**src/rtl/ram_dp_be_clear.sv**
```systemverilog
// ============================================================================
// ram_dp_be_clear : simple dual-port RAM, byte-enable write, registered read,
//                   hardware clear sequencer (fills every word with CLEAR_VAL)
// Revision: 1.0
// ============================================================================
`default_nettype none

module ram_dp_be_clear #(
   parameter int                WIDTH          = 32,
   parameter int                DEPTH          = 16,
   parameter int                DEPTH_LOG      = $clog2(DEPTH),
   parameter int                BYTE_W         = 8,
   parameter int                RDW_MODE       = 0,
   parameter int                CLEAR_ON_RESET = 1,
   parameter logic [WIDTH-1:0]  CLEAR_VAL      = '0
) (
   input  logic                      clk,
   input  logic                      rst_n,
   input  logic                      clr,
   output logic                      busy,
   input  logic                      we,
   input  logic [WIDTH/BYTE_W-1:0]   wr_be,
   input  logic [DEPTH_LOG-1:0]      wr_addr,
   input  logic [WIDTH-1:0]          wr_data,
   input  logic                      rd_en,
   input  logic [DEPTH_LOG-1:0]      rd_addr,
   output logic [WIDTH-1:0]          rd_data,
   output logic                      rd_valid
);

   localparam int                   LANES     = WIDTH / BYTE_W;
   localparam logic [DEPTH_LOG:0]   DEPTH_C   = (DEPTH_LOG+1)'(DEPTH);
   localparam logic [DEPTH_LOG-1:0] LAST_ADDR = DEPTH_LOG'(DEPTH - 1);

   typedef enum logic [0:0] {
      ST_IDLE  = 1'b0,
      ST_CLEAR = 1'b1
   } state_t;

   localparam state_t RESET_STATE = (CLEAR_ON_RESET != 0) ? ST_CLEAR : ST_IDLE;

   state_t               state_q, state_d;
   logic [DEPTH_LOG-1:0] cnt_q, cnt_d;
   logic [WIDTH-1:0]     rd_data_q, rd_data_d;
   logic                 rd_valid_q, rd_valid_d;

   logic [WIDTH-1:0]     mem [DEPTH];

   logic                 busy_int;
   logic                 wr_in_range, rd_in_range;
   logic                 wr_ok, rd_ok;
   logic [DEPTH_LOG-1:0] wr_idx, rd_idx;
   logic [WIDTH-1:0]     old_word, merged_word;
   logic                 mem_we;
   logic [DEPTH_LOG-1:0] mem_addr;
   logic [WIDTH-1:0]     mem_wdata;

   assign busy_int    = (state_q == ST_CLEAR);
   assign wr_in_range = ({1'b0, wr_addr} < DEPTH_C);
   assign rd_in_range = ({1'b0, rd_addr} < DEPTH_C);
   assign wr_ok       = we & ~busy_int & wr_in_range;
   assign rd_ok       = rd_en & ~busy_int;

   // Out-of-range addresses are steered to word 0 only to keep array reads
   // in bounds; the qualifying enables stop them from having any effect.
   assign wr_idx   = wr_in_range ? wr_addr : '0;
   assign rd_idx   = rd_in_range ? rd_addr : '0;
   assign old_word = mem[wr_idx];

   for (genvar i = 0; i < LANES; i++) begin : g_lane
      assign merged_word[i*BYTE_W +: BYTE_W] = wr_be[i] ? wr_data[i*BYTE_W +: BYTE_W]
                                                        : old_word[i*BYTE_W +: BYTE_W];
   end

   always_comb begin
      mem_we    = 1'b0;
      mem_addr  = wr_idx;
      mem_wdata = merged_word;
      if (busy_int) begin
         mem_we    = 1'b1;
         mem_addr  = cnt_q;
         mem_wdata = CLEAR_VAL;
      end else if (wr_ok) begin
         mem_we = 1'b1;
      end
   end

   always_ff @(posedge clk) begin
      if (mem_we) begin
         mem[mem_addr] <= mem_wdata;
      end
   end

   always_comb begin
      state_d = state_q;
      cnt_d   = cnt_q;
      case (state_q)
         ST_IDLE: begin
            if (clr) begin
               state_d = ST_CLEAR;
               cnt_d   = '0;
            end
         end
         ST_CLEAR: begin
            if (cnt_q == LAST_ADDR) begin
               state_d = ST_IDLE;
               cnt_d   = '0;
            end else begin
               cnt_d = cnt_q + 1'b1;
            end
         end
         default: begin
            state_d = ST_IDLE;
            cnt_d   = '0;
         end
      endcase
   end

   always_comb begin
      rd_data_d  = rd_data_q;
      rd_valid_d = rd_ok;
      if (rd_ok) begin
         if (!rd_in_range) begin
            rd_data_d = '0;
         end else if ((RDW_MODE == 1) && wr_ok && (wr_addr == rd_addr)) begin
            rd_data_d = merged_word;
         end else begin
            rd_data_d = mem[rd_idx];
         end
      end
   end

   always_ff @(posedge clk or negedge rst_n) begin
      if (!rst_n) begin
         state_q    <= RESET_STATE;
         cnt_q      <= '0;
         rd_data_q  <= '0;
         rd_valid_q <= 1'b0;
      end else begin
         state_q    <= state_d;
         cnt_q      <= cnt_d;
         rd_data_q  <= rd_data_d;
         rd_valid_q <= rd_valid_d;
      end
   end

   assign busy     = busy_int;
   assign rd_data  = rd_data_q;
   assign rd_valid = rd_valid_q;

endmodule

`default_nettype wire
```
**config.mk**
```make
export PLATFORM = sky130hd
export DESIGN_NAME = ram_dp_be_clear
export DESIGN_NICKNAME = d
export VERILOG_FILES = /design/src/rtl/ram_dp_be_clear.sv
export SDC_FILE = /design/constraint.sdc
export NUM_CORES = 1
export LEC_CHECK = 0
export ABC_AREA = 0
export BUFFER_PORTS_ARGS = -buffer_cell sky130_fd_sc_hd__buf_4
export CAP_MARGIN = 15
export CORE_MARGIN = 3
export CORE_UTILIZATION = 58
export CTS_CLUSTER_SIZE = 16
export DETAILED_ROUTE_END_ITERATION = 10
export GPL_TIMING_DRIVEN = 0
export PLACE_DENSITY = 0.75
export SLEW_MARGIN = 5
export SYNTH_ARGS = -nofsm -noshare
export SYNTH_HDL_FRONTEND = slang
export SYNTH_SLANG_ARGS = --single-unit
```
**constraint.sdc**
```tcl
create_clock -name clk -period 7.85 [get_ports clk]
set_input_delay 1.57 -clock clk [delete_from_list [all_inputs] [get_ports clk]]
set_output_delay 1.57 -clock clk [all_outputs]
set_load 0.01 [all_outputs]
```
==> metrics.cfg <==
[status]
status=completed

[yosys]
synth_area_leader_cell=edfxtp_1
synthSimpleGateAreaFrac_pct=7.55
synth_top_family_by_area=multiplexers
synth_area_leaders=edfxtp_1, mux2i_1, a22oi_1, nand3_1, dfrtp_1
synth_top_cells_by_count=edfxtp_1, mux2i_1, nand2_1
synth_seq_area_share_pct=62.3
synth-compound-area-share_pct=7.19
synth_area_um2=26200
synth-main-ff-cell=edfxtp_1
yosysWarnings=0
synthAdderAreaFrac_pct=0.0477
synth_edf_count=512
synth_xor_area_share_pct=0
synth.avg_cell_area_um2=13.7
async_flop_share_pct=6.91
synthMuxAreaShare_pct=19.6
synth_cell_types=38
syn_nets=1969
synth_top_area_share_pct=58.7
ys_ff_latch=550
syn_inst=1919

[worst_setup_path]
reg2reg_depth=6
crit_required_ns=8.04
cp_num_buf_inv=2
path_cells=buf_4 > nor2_2 > clkbuf_1 > a22oi_1 > nand3_1 > nand3_1
cp_num_cells=6
cp_max_fo=16
slowest_delay_ns=0.83
cp_slowest_cell=clkbuf_1
crit_top_cell=nand3_1
critPathTopFamily=simple AND/OR/NAND/NOR gates
critical_path.endpoint_type=register
critPathArrivalTime_ns=3.94
critical_path_class=primary input to register
critPathLaunchType=primary input

[clock_network]
clock-sinks=550
cts_buffer_depth=3
cts_tree=yes
clockRootBuffer=clkbuf_16
ctsHoldBuffers=0
htreeDepth=2
postCtsSetupBuffers=0
clk_pin_slew_ns=0.06
worst_skew_pair.late_latency_ns=0.61
cts_buffers=56
cts_resized=0

[die]
core.rowCount=77
io_pins=83
core-area_um2=44400
start_util_pct=59.0
die_y_um=219
fp.dieW_um=219
dieArea_um2=47800

[layout]
syn_to_final_growth_pct=14.2
instances_no_fill=2716
stdcell_area_um2=29900
nets=2126
drive_above_1_share_pct=16.7
fin_util_pct=67.4
diodes=0

[sta]
hold_violations=0
tns_ns=0
maxSlewHeadroom_pct=25.8
rsz0062_at_grt=no
setup_viol=0
fmax_mhz=267
min_period_over_period_pct=47.8
fin_skew_ns=0.0162
fin_crit_ns=3.75
slew_violations=0
worst_slew_pin_slew_ns=1.11

[drt]
wl_um=85300
drc=0
vias_per_cell=6.89
drt-initial-drc-count=3008
ant_nets=0
first_pass_iters=6
via_count=18700
post_drt_wl_per_cell_um=31.4

[grt]
grtUsageTotal_pct=35.4
grt_max_degree=39
antenna_found_initial=1
first_global_vias=18400
grt_overflow=0
grt_pass1_wl_um=121000

[pwr]
power_density_nw_per_um2=294
p_leak_nw=11.6
vdd_drop_max_mv=0.313
finalPower_mw=8.80

[placement]
dp_cells=2610
dpl-instance-area_um2=28100
port_buffers=80
gp_congestion=0.907
post-dp-hpwl_um=54500

[hold_path]
hold_depth=2
hold_path_class=register to register

[flow_run]
cap_violations=0

==> worst register-to-register path, cell delays in order (launching register included) <==
cell and delay (ns):
dfstp_2 0.72, buf_6 0.23, buf_2 0.24, buf_4 0.20
a32oi_1 0.34, nor2_4 0.89, buf_16 0.25
==> report_power, final <==
part           internal (mW)  switching (mW)  total (mW)
registers               3.95           0.286        4.24
logic                  0.632            1.28        1.92
clock network           1.54            1.11        2.65
total                   6.12            2.68        8.80
==> logic make-up after synthesis <==
family / Yosys count
DFF: 550
and+or+nand+nor: 440
adders and majority gates: 1
buffers and inverters: 144
AOI/OAI and AO/OA: 272
muxes: 512
==> final timing paths <==
kind	slack, ns	start	to
max	4.10	wr_addr[1]	mem[12][29]
min	0.48	rd_data[27]	rd_data[27]
max reg2reg	4.66	busy	mem[1][13]
min reg2reg	0.48	rd_data[27]	rd_data[27]
max in group asynchronous	6.22	rst_n	rd_data[17]
min in group asynchronous	1.06	rst_n	rd_data[2]
==> state kept, by name, summed over array words and instances (netlist names) <==
| register | flops |
|---|---|
| mem | 512 |
| rd_data | 32 |
| busy | 1 |
| rd_valid | 1 |
| cnt_q | 4 |
==> metal layers <==
metal | track usage [%] | wire (µm) | vias up
met4 | 16.7 | 4430 | 0
met5 | 0 | 0 | -
met3 | 10.4 | 12200 | 315
li1 | - | - | 7694
met1 | 49.0 | 31900 | 9162
met2 | 51.8 | 36700 | 1538
==> cell usage in the layout, fill, tap and decap left out, types with 4 or more instances in the layout <==
master	instances
mux2i_1	512
edfxtp_1	512
nand2_1	197
nand3_1	195
buf_4	132
a22oi_1	130
a21oi_1	84
clkbuf_16	57
buf_2	46
a21oi_2	45
clkbuf_1	37
dfrtp_1	37
nor2_4	16
clkinv_2	13
buf_6	12
clkinv_1	11
buf_16	10
nor2b_1	9
buf_12	9
bufinv_16	6
buf_1	5
or3b_1	5
nor2_1	5
inv_1	5
or3_1	4
==> stage by stage <==
step / setup slack, ns / hold WS [ns]
finish: 4.10 / 0.479
global route: 4.20 / 0.505
CTS: 4.30 / 0.481
detailed placement: 3.72 / 0.468
global placement: 1.46 / 0.469
floorplan: 3.67 / 0.503
==> cell type report <==
| cell class | count | area [µm²] |
|---|---|---|
| inverters | 5 | 18.8 |
| clock buffers | 72 | 1490 |
| well taps | 592 | 741 |
| plain buffers | 139 | 866 |
| fillers | 3031 | 14500 |
| flip-flops and latches | 550 | 16300 |
| multi-input cells | 1225 | 9120 |
| repair buffers | 99 | 1060 |
| clock inverters | 34 | 320 |
Note: power is estimated with default switching activity, not from simulation.
